**config.mk**
```make
export PLATFORM = sky130hd
export DESIGN_NAME = egg_timer_ctrl_flat
export DESIGN_NICKNAME = d
export VERILOG_FILES = /design/src/rtl/egg_timer_ctrl_if.sv /design/src/rtl/egg_timer_ctrl.sv /design/src/flat_wrapper.sv
export SDC_FILE = /design/constraint.sdc
export NUM_CORES = 1
export LEC_CHECK = 0
export ABC_AREA = 0
export CAP_MARGIN = 10
export CORE_MARGIN = 1.5
export CORE_UTILIZATION = 40
export CTS_BUF_LIST = sky130_fd_sc_hd__clkbuf_16
export CTS_CLUSTER_DIAMETER = 40
export CTS_CLUSTER_SIZE = 16
export DETAILED_ROUTE_END_ITERATION = 10
export PLACE_DENSITY = 0.67
export SLEW_MARGIN = 30
export SYNTH_ARGS = -nofsm -noshare
export SYNTH_HDL_FRONTEND = slang
export SYNTH_SLANG_ARGS = --single-unit
```
**constraint.sdc**
```tcl
create_clock -name clk -period 2.9 [get_ports clk]
set_clock_uncertainty 0.1 [all_clocks]
set_input_delay 0.435 -clock clk [delete_from_list [all_inputs] [get_ports clk]]
set_output_delay 0.435 -clock clk [all_outputs]
set_load 0.005 [all_outputs]
```
**src/rtl/egg_timer_ctrl_if.sv**
```systemverilog
// egg_timer_ctrl_if
//  Bundles the egg-timer control pulses and the display/status outputs.
//  master: drives the one-clk pulses (debounce / clock-divider side), reads status.
//  slave : the countdown sequencer; reads pulses, drives digits and status.
//  Signals:
//   tick_1hz, start, clear, min_inc, sec_inc   one-clk pulses into the sequencer
//   sec_ones, sec_tens, min_ones, min_tens     BCD cook-time digits
//   state    00 SET, 01 RUN, 10 PAUSE, 11 ALARM
//   running, done, alarm_led, firm             status flags
interface egg_timer_ctrl_if;
  logic       tick_1hz;
  logic       start;
  logic       clear;
  logic       min_inc;
  logic       sec_inc;
  logic [3:0] sec_ones;
  logic [3:0] sec_tens;
  logic [3:0] min_ones;
  logic [3:0] min_tens;
  logic [1:0] state;
  logic       running;
  logic       done;
  logic       alarm_led;
  logic       firm;

  modport master (
    output tick_1hz, start, clear, min_inc, sec_inc,
    input  sec_ones, sec_tens, min_ones, min_tens, state, running, done, alarm_led, firm
  );

  modport slave (
    input  tick_1hz, start, clear, min_inc, sec_inc,
    output sec_ones, sec_tens, min_ones, min_tens, state, running, done, alarm_led, firm
  );
endinterface

```
**src/rtl/egg_timer_ctrl.sv**
```systemverilog
// egg_timer_ctrl
//  Countdown sequencer for the egg timer. Holds MM:SS as four BCD digits, lets the
//  user set them in SET, counts down once per tick in RUN, freezes in PAUSE and
//  signals a timed alarm at 00:00.
//  Ports:
//   clk      system clock, all state on rising edge
//   reset_n  asynchronous active-low reset
//   bus      egg_timer_ctrl_if.slave: pulse inputs, BCD digits and status outputs
//  Pulse priority within one cycle: clear > start > tick_1hz > min_inc/sec_inc.
module egg_timer_ctrl #(
  parameter int MAX_MIN     = 99,
  parameter int ALARM_TICKS = 10,
  parameter int FIRM_MIN    = 5
) (
  input  logic             clk,
  input  logic             reset_n,
  egg_timer_ctrl_if.slave  bus
);

  typedef enum logic [1:0] {
    ST_SET   = 2'b00,
    ST_RUN   = 2'b01,
    ST_PAUSE = 2'b10,
    ST_ALARM = 2'b11
  } state_t;

  localparam int          CW      = $clog2(ALARM_TICKS + 1);
  localparam logic [6:0]  MAX_V   = 7'(MAX_MIN);
  localparam logic [6:0]  FIRM_V  = 7'(FIRM_MIN);
  localparam logic [CW-1:0] ALARM_V = CW'(ALARM_TICKS);

  state_t        state_reg, state_next;
  logic [3:0]    so_reg, so_next;
  logic [3:0]    st_reg, st_next;
  logic [3:0]    mo_reg, mo_next;
  logic [3:0]    mt_reg, mt_next;
  logic [CW-1:0] cnt_reg, cnt_next;
  logic          led_reg, led_next;
  logic          done_reg, done_next;

  logic [6:0]    min_val;
  logic          time_zero;
  logic          dec_zero;
  logic [CW-1:0] cnt_inc;

  assign min_val   = 7'(mt_reg) * 7'd10 + 7'(mo_reg);
  assign time_zero = ({mt_reg, mo_reg, st_reg, so_reg} == 16'h0000);
  // The decrement lands on 00:00 exactly when the current time is 00:01.
  assign dec_zero  = ({mt_reg, mo_reg, st_reg, so_reg} == 16'h0001);
  assign cnt_inc   = cnt_reg + CW'(1);

  always_ff @(posedge clk or negedge reset_n) begin
    if (!reset_n) begin
      state_reg <= ST_SET;
      so_reg    <= 4'd0;
      st_reg    <= 4'd0;
      mo_reg    <= 4'd0;
      mt_reg    <= 4'd0;
      cnt_reg   <= '0;
      led_reg   <= 1'b0;
      done_reg  <= 1'b0;
    end else begin
      state_reg <= state_next;
      so_reg    <= so_next;
      st_reg    <= st_next;
      mo_reg    <= mo_next;
      mt_reg    <= mt_next;
      cnt_reg   <= cnt_next;
      led_reg   <= led_next;
      done_reg  <= done_next;
    end
  end

  always_comb begin
    state_next = state_reg;
    so_next    = so_reg;
    st_next    = st_reg;
    mo_next    = mo_reg;
    mt_next    = mt_reg;
    cnt_next   = cnt_reg;
    led_next   = led_reg;
    done_next  = 1'b0;

    case (state_reg)
      ST_SET: begin
        if (bus.clear) begin
          {mt_next, mo_next, st_next, so_next} = 16'h0000;
        end else if (bus.start) begin
          if (!time_zero) state_next = ST_RUN;
        end else if (!bus.tick_1hz) begin
          // A tick in SET has no effect but still shadows the inc pulses.
          if (bus.sec_inc) begin
            if ({st_reg, so_reg} == 8'h59) begin
              st_next = 4'd0;
              so_next = 4'd0;
            end else if (so_reg == 4'd9) begin
              so_next = 4'd0;
              st_next = st_reg + 4'd1;
            end else begin
              so_next = so_reg + 4'd1;
            end
          end
          if (bus.min_inc) begin
            if (min_val >= MAX_V) begin
              mt_next = 4'd0;
              mo_next = 4'd0;
            end else if (mo_reg == 4'd9) begin
              mo_next = 4'd0;
              mt_next = mt_reg + 4'd1;
            end else begin
              mo_next = mo_reg + 4'd1;
            end
          end
        end
      end

      ST_RUN: begin
        if (bus.clear) begin
          state_next = ST_SET;
          {mt_next, mo_next, st_next, so_next} = 16'h0000;
        end else if (bus.start) begin
          state_next = ST_PAUSE;
        end else if (bus.tick_1hz && !time_zero) begin
          // BCD borrow chain: seconds ones -> seconds tens -> minutes ones -> minutes tens.
          if (so_reg != 4'd0) begin
            so_next = so_reg - 4'd1;
          end else begin
            so_next = 4'd9;
            if (st_reg != 4'd0) begin
              st_next = st_reg - 4'd1;
            end else begin
              st_next = 4'd5;
              if (mo_reg != 4'd0) begin
                mo_next = mo_reg - 4'd1;
              end else begin
                mo_next = 4'd9;
                mt_next = mt_reg - 4'd1;
              end
            end
          end
          if (dec_zero) begin
            state_next = ST_ALARM;
            done_next  = 1'b1;
            cnt_next   = '0;
            led_next   = 1'b0;
          end
        end
      end

      ST_PAUSE: begin
        if (bus.clear) begin
          state_next = ST_SET;
          {mt_next, mo_next, st_next, so_next} = 16'h0000;
        end else if (bus.start) begin
          state_next = ST_RUN;
        end
      end

      ST_ALARM: begin
        if (bus.clear || bus.start) begin
          state_next = ST_SET;
          cnt_next   = '0;
          led_next   = 1'b0;
        end else if (bus.tick_1hz) begin
          if (cnt_inc == ALARM_V) begin
            state_next = ST_SET;
            cnt_next   = '0;
            led_next   = 1'b0;
          end else begin
            cnt_next = cnt_inc;
            led_next = ~led_reg;
          end
        end
      end

      default: begin
        state_next = ST_SET;
      end
    endcase
  end

  assign bus.sec_ones  = so_reg;
  assign bus.sec_tens  = st_reg;
  assign bus.min_ones  = mo_reg;
  assign bus.min_tens  = mt_reg;
  assign bus.state     = state_reg;
  assign bus.running   = (state_reg == ST_RUN);
  assign bus.done      = done_reg;
  assign bus.alarm_led = led_reg;
  assign bus.firm      = (min_val >= FIRM_V);

endmodule
```
**src/flat_wrapper.sv**
```systemverilog
// flat-port wrapper written by rule: the top's interface ports become plain ports
module egg_timer_ctrl_flat 
#(
  parameter int MAX_MIN     = 99,
  parameter int ALARM_TICKS = 10,
  parameter int FIRM_MIN    = 5
)
  (clk, reset_n, bus_tick_1hz, bus_start, bus_clear, bus_min_inc, bus_sec_inc, bus_sec_ones, bus_sec_tens, bus_min_ones, bus_min_tens, bus_state, bus_running, bus_done, bus_alarm_led, bus_firm);
  egg_timer_ctrl_if bus_i ();
  input  logic clk;
  input  logic reset_n;
  input wire logic [$bits(bus_i.tick_1hz)-1:0] bus_tick_1hz;
  input wire logic [$bits(bus_i.start)-1:0] bus_start;
  input wire logic [$bits(bus_i.clear)-1:0] bus_clear;
  input wire logic [$bits(bus_i.min_inc)-1:0] bus_min_inc;
  input wire logic [$bits(bus_i.sec_inc)-1:0] bus_sec_inc;
  output wire logic [$bits(bus_i.sec_ones)-1:0] bus_sec_ones;
  output wire logic [$bits(bus_i.sec_tens)-1:0] bus_sec_tens;
  output wire logic [$bits(bus_i.min_ones)-1:0] bus_min_ones;
  output wire logic [$bits(bus_i.min_tens)-1:0] bus_min_tens;
  output wire logic [$bits(bus_i.state)-1:0] bus_state;
  output wire logic [$bits(bus_i.running)-1:0] bus_running;
  output wire logic [$bits(bus_i.done)-1:0] bus_done;
  output wire logic [$bits(bus_i.alarm_led)-1:0] bus_alarm_led;
  output wire logic [$bits(bus_i.firm)-1:0] bus_firm;
  assign bus_i.tick_1hz = bus_tick_1hz;
  assign bus_i.start = bus_start;
  assign bus_i.clear = bus_clear;
  assign bus_i.min_inc = bus_min_inc;
  assign bus_i.sec_inc = bus_sec_inc;
  assign bus_sec_ones = bus_i.sec_ones;
  assign bus_sec_tens = bus_i.sec_tens;
  assign bus_min_ones = bus_i.min_ones;
  assign bus_min_tens = bus_i.min_tens;
  assign bus_state = bus_i.state;
  assign bus_running = bus_i.running;
  assign bus_done = bus_i.done;
  assign bus_alarm_led = bus_i.alarm_led;
  assign bus_firm = bus_i.firm;
  egg_timer_ctrl #(.MAX_MIN(MAX_MIN), .ALARM_TICKS(ALARM_TICKS), .FIRM_MIN(FIRM_MIN)) u_core (.clk(clk), .reset_n(reset_n), .bus(bus_i));
endmodule
```
; ---- Word level (Yosys, flattened, before mapping)
; Cells that the tools add are included.
[classes]
add_sub_neg = 10
n_mul = 1
div = 0
order_cmp = 2
n_eq_ne = 32
shift = 0
mux = 84
bitwise_logic = 1
reduce_logical = 16
[ops]
columns = op, count
row1 = $mux 4, 53
row2 = $pmux 4 s3, 4
row3 = $ne 3x3->1 const B, 9
row4 = $mux 2, 12
row5 = $add 4x1->4 const B, 5
row6 = $reduce_and 9->1, 2
row7 = $eq 16x1->1 const B, 1
row8 = $logic_not 16->1, 1
row9 = $sub 4x1->4 const B, 4
row10 = $eq 4x4->1 const B, 3
row11 = $mux 1, 12
row12 = $ne 2x2->1 const B, 6
row13 = $reduce_bool 4->1, 3
row14 = $reduce_and 11->1, 1
row15 = $eq 8x7->1 const B, 1
row16 = $ne 4x2->1 const B, 2
row17 = $ne 4x3->1 const B, 2
row18 = $pmux 2 s4, 1
row19 = $pmux 4 s2, 1
row20 = $reduce_and 8->1, 1
row21 = $add 7x4->7, 1
row22 = $ge 7x3->1 const B, 1
row23 = $ge 7x7->1 const B, 1
row24 = $reduce_and 7->1, 1
row25 = 15 further kinds, 18
[totals]
ff_bits = 24
latchBits = 0
ramBits = 0
rom_bits = 0
in_bits = 7
n_memories = 0

; ---- Logic depth before layout (Yosys ltp)
[logic_depth]
ltp_word = 9
ltp_mapped = 10

; ---- Least setup slack after synthesis
; No wires, ideal clock.
[synth_path]
path_type = reg-to-reg
startpoint = register u_core.mt_reg[1] (netlist: u_core.bus.min_tens[1])
endpoint = register u_core.mt_reg[3] (netlist: u_core.bus.min_tens[3])
setup_ns = 0.126
arrival_time_ns = 2.904
t_required_ns = 2.674
setup_slack_ns = -0.230
stages_incl_launch_ff = 11
path_buffers = 1
cell_sequence = dfrtp_1 -> ha_1 -> ha_1 -> fa_1 -> nand2_1 -> nor3_1 -> xnor2_1 -> or3_1 -> buf_2 -> a21o_1 -> o32a_1
[synth_via]
elab_chain_len = 9
[synth_lines]
columns = item, line_no
row1 = start: declaration, egg_timer_ctrl.sv:36  ; logic [3:0] mt_reg, mt_next;
row2 = start signal: assignment, egg_timer_ctrl.sv:67  ; mt_reg <= mt_next;
row3 = $mul 4x3->6, egg_timer_ctrl.sv:46  ; assign min_val = 7'(mt_reg) * 7'd10 + 7'(mo_reg);
row4 = $add 7x4->7, egg_timer_ctrl.sv:46
row5 = $ge 7x7->1, egg_timer_ctrl.sv:104  ; if (min_val >= MAX_V) begin
row6 = $mux 4, egg_timer_ctrl.sv:104
row7 = $mux 4, egg_timer_ctrl.sv:103  ; if (bus.min_inc) begin
row8 = $mux 4, egg_timer_ctrl.sv:90  ; end else if (!bus.tick_1hz) begin
row9 = $mux 4, egg_timer_ctrl.sv:88  ; end else if (bus.start) begin
row10 = $mux 4, egg_timer_ctrl.sv:86  ; if (bus.clear) begin
row11 = $pmux 4 s3, egg_timer_ctrl.sv:84  ; case (state_reg)
; Several ways; a longest one is shown, not always the timed one. The select of a mux whose other input is x is not followed.
; A chain may end at the register's enable or synchronous reset.

; ---- Worst setup path in the final report
[layout_path]
startpoint = register u_core.mt_reg[0] (netlist: u_core.bus.min_tens[0])
endpoint = output port bus_firm
[layout_via]
elab_chain_len = 3
[layout_lines]
columns = item, line_no
row1 = $mul 4x3->6, egg_timer_ctrl.sv:46
row2 = $add 7x4->7, egg_timer_ctrl.sv:46
row3 = $ge 7x3->1, egg_timer_ctrl.sv:190  ; assign bus.firm = (min_val >= FIRM_V);
row4 = end: declaration, flat_wrapper.sv:25  ; output wire logic [$bits(bus_i.firm)-1:0] bus_firm;
; No other way between the ends.

==> flow_metrics.tcl <==
set metrics [dict create \
    grt_setup_unrepaired "yes" \
    cts.sinks 24 \
    max_freq_ghz 0.335 \
    place_hpwl_mm 4.22 \
    clkTransAtPathRegs_ns 0.07 \
    rows 27 \
    dieArea_mm2 0.00609 \
    synthXorXnorAreaFrac_pct 1.56 \
    clockRootBuffer "clkbuf_16" \
    critPathLaunchType "flip-flop" \
    grt_first_pass_wirelength_mm 10.1 \
    io_buffers 28 \
    synth_top_family_by_area "compound AO/OA/AOI/OAI gates" \
    cap_violations 0 \
    cp_cell_sequence "ha_4 > fa_2 > xnor2_2 > or4b_4 > nand2_1 > nand4_1 > dlygate4sd2_1" \
    postSynthCellCount 258 \
    syn_area_mm2 0.00225 \
    clock_latency_ns 0.26 \
    critical_path_peak_fanout 4 \
    grt_max_degree 25 \
    die-width_um 78.0 \
    gp_congestion 0.889 \
    antenna_found_initial 0 \
    powerDensity_mw_per_mm2 1190 \
    place_area_mm2 0.00276 \
    post_drt_wl_per_cell_um 15.4 \
    dr.pass1.iters 4 \
    finalSetupViolations 3 \
    period_share_pct 103 \
    core_area_mm2 0.00547 \
    vias_per_cell 5.74 \
    whs_path_depth 1 \
    wl_mm 5.94 \
    cpPeakStageDelay_ns 0.50 \
    yosysWarnings 0 \
    synth_flop_cell "dfrtp_1" \
    layout_common_cells "31 x buf_4, 30 x nor2_1, 27 x clkdlybuf4s50_1" \
    relSlewSlack_pct 68.0 \
    vdd_drop_max_mv 0.683 \
    r2r_cells 10 \
    crit_family "simple AND/OR/NAND/NOR gates" \
    synth-seq-area-share_pct 26.7 \
    numCtsBuffers 3 \
    finalMaxSlewViolations 0 \
    synth_compound_area_share_pct 25.6 \
    crit_slowest_cell "or4b_4" \
    overflow 0 \
    ys_ff_latch 24 \
    synth.mux.area_fraction_pct 4.50 \
    syn-num-nets 291 \
    path_depth 7 \
    synth_adder_area_share_pct 15.1 \
    yosys.area_share.simple_pct 21.3 \
    final_common_cell "buf_4" \
    fin_area_mm2 0.00302 \
    path_class "flip-flop to output pin" \
    violations "negative setup slack" \
    drc_errors 0 \
    syn2layout_area_growth_pct 34.4 \
    fin_crit_ns 2.99 \
    die_h_um 78.0 \
    critical_path_required_ns 2.37 \
    dpl.cell_count 374 \
    fin_nets 347 \
    drive_above_1_share_pct 20.4 \
    antenna_cells 0 \
    end_kind "output pin" \
    clock_path_buffers 2 \
    layout.cells.non_filler 385 \
    ios 29 \
    hold_class "flip-flop to flip-flop" \
    htreeDepth 1 \
    grt_pass1_vias 2055 \
    worst_pin_slew_ns 0.480 \
    synth_cell_type_count 60 \
    cts_tree "done" \
    start_util_pct 41.1 \
    async_flop_share_pct 100 \
    utilization_pct 55.3 \
    arrival_ns 2.45 \
    grt_use_total_pct 20.3 \
    hold_violations 0 \
    finalWorstSetupSlack_ns -0.0893 \
    postRouteAntennaNets 0 \
    synth_edf_count 0 \
    p_leak_nw 1.25 \
    hold_slack_ns 0.378 \
    drtIter0Drc 128 \
    syn_area_per_cell_um2 8.72 \
    num_vias 2211 \
    status "finished, violations left" \
    crit_buf_inv 1 \
]
## cells by family (layout without fill, tap and decap cells)
family          after synthesis  after routing
xor+xnor                      4              4
flops                        24             24
buf+inv                      23             78
mux                          10             10
simple gates                 91             91
compound gates               80             80
fa+ha+maj                    26             26
## final cells by class
type / instances / area [um2]
inverter: 15 / 56.3
tap: 72 / 90.1
sequential: 24 / 604
fill: 489 / 2450
timing repair buffer: 59 / 512
clock buffer: 3 / 75.1
clock inverter: 1 / 30.0
multi-input combinational: 211 / 1660
## layer usage
metal | routed length [um] | vias up | part of all wire, % | track usage [%]
met3 | 223 | 8 | 3.8 | 2.44
met5 | 0 | - | 0 | 0
li1 | - | 1085 | - | -
met1 | 2870 | 1049 | 48 | 29.1
met4 | 69 | 0 | 1.2 | 5.36
met2 | 2780 | 69 | 47 | 32.1
## path summary, 6_finish.rpt
kind / startpoint / to / slack, ns
max: u_core.bus.min_tens[0]$_DFFE_PN0P_ / bus_firm / -0.09
min: u_core.bus.alarm_led$_DFFE_PN0P_ / u_core.bus.alarm_led$_DFFE_PN0P_ / 0.38
max reg2reg: u_core.bus.min_tens[0]$_DFFE_PN0P_ / u_core.bus.min_tens[3]$_DFFE_PN0P_ / -0.06
min reg2reg: u_core.bus.alarm_led$_DFFE_PN0P_ / u_core.bus.alarm_led$_DFFE_PN0P_ / 0.38
max in group asynchronous: reset_n / u_core.bus.min_tens[3]$_DFFE_PN0P_ / 1.99
min in group asynchronous: reset_n / u_core.cnt_reg[0]$_DFFE_PN0P_ / 0.43
## through the flow
stage / TNS, ns / total power [mW] / worst slack, ns
6_report: -0.155 / 3.60 / -0.0893
5_1_grt: -0.674 / 3.90 / -0.157
4_1_cts: -0.0191 / 3.44 / -0.0129
3_5_place_dp: -0.178 / 2.88 / -0.0655
3_3_place_gp: -0.0476 / 2.85 / -0.0252
2_1_floorplan: 0 / 2.06 / 0.00751
## what timing repair did
action	CTS	global route
setup endpoints to repair	7	9
hold endpoints to repair	0	0
pin swaps	2	7
buffers inserted	4	3
gates resized for setup	14	6
hold buffers	0	0
## power by group
| group | internal, mW | switching, mW | total [mW] |
|---|---|---|---|
| sequential | 0.450 | 0.150 | 0.601 |
| clock | 0.275 | 0.133 | 0.408 |
| combinational | 1.26 | 1.33 | 2.59 |
| total | 1.98 | 1.61 | 3.60 |
## cell usage after synthesis (4+ instances only)
cell      number  share of area [%]
nor2_1        30                5.0
dfrtp_1       24                 27
ha_1          24                 13
o21ai_0       18                4.0
nand2_1       17                2.8
inv_1         15                2.5
a21oi_1       11                2.4
mux2i_1        9                4.0
nor3_1         8                1.8
nand3_1        6                1.3
o31ai_1        6                2.0
nand3b_1       5                1.7
nand4_1        5                1.4
a31oi_1        4                1.1
nand2b_1       4                1.1
o31a_1         4                1.6
(Power assumes the default switching activity.)
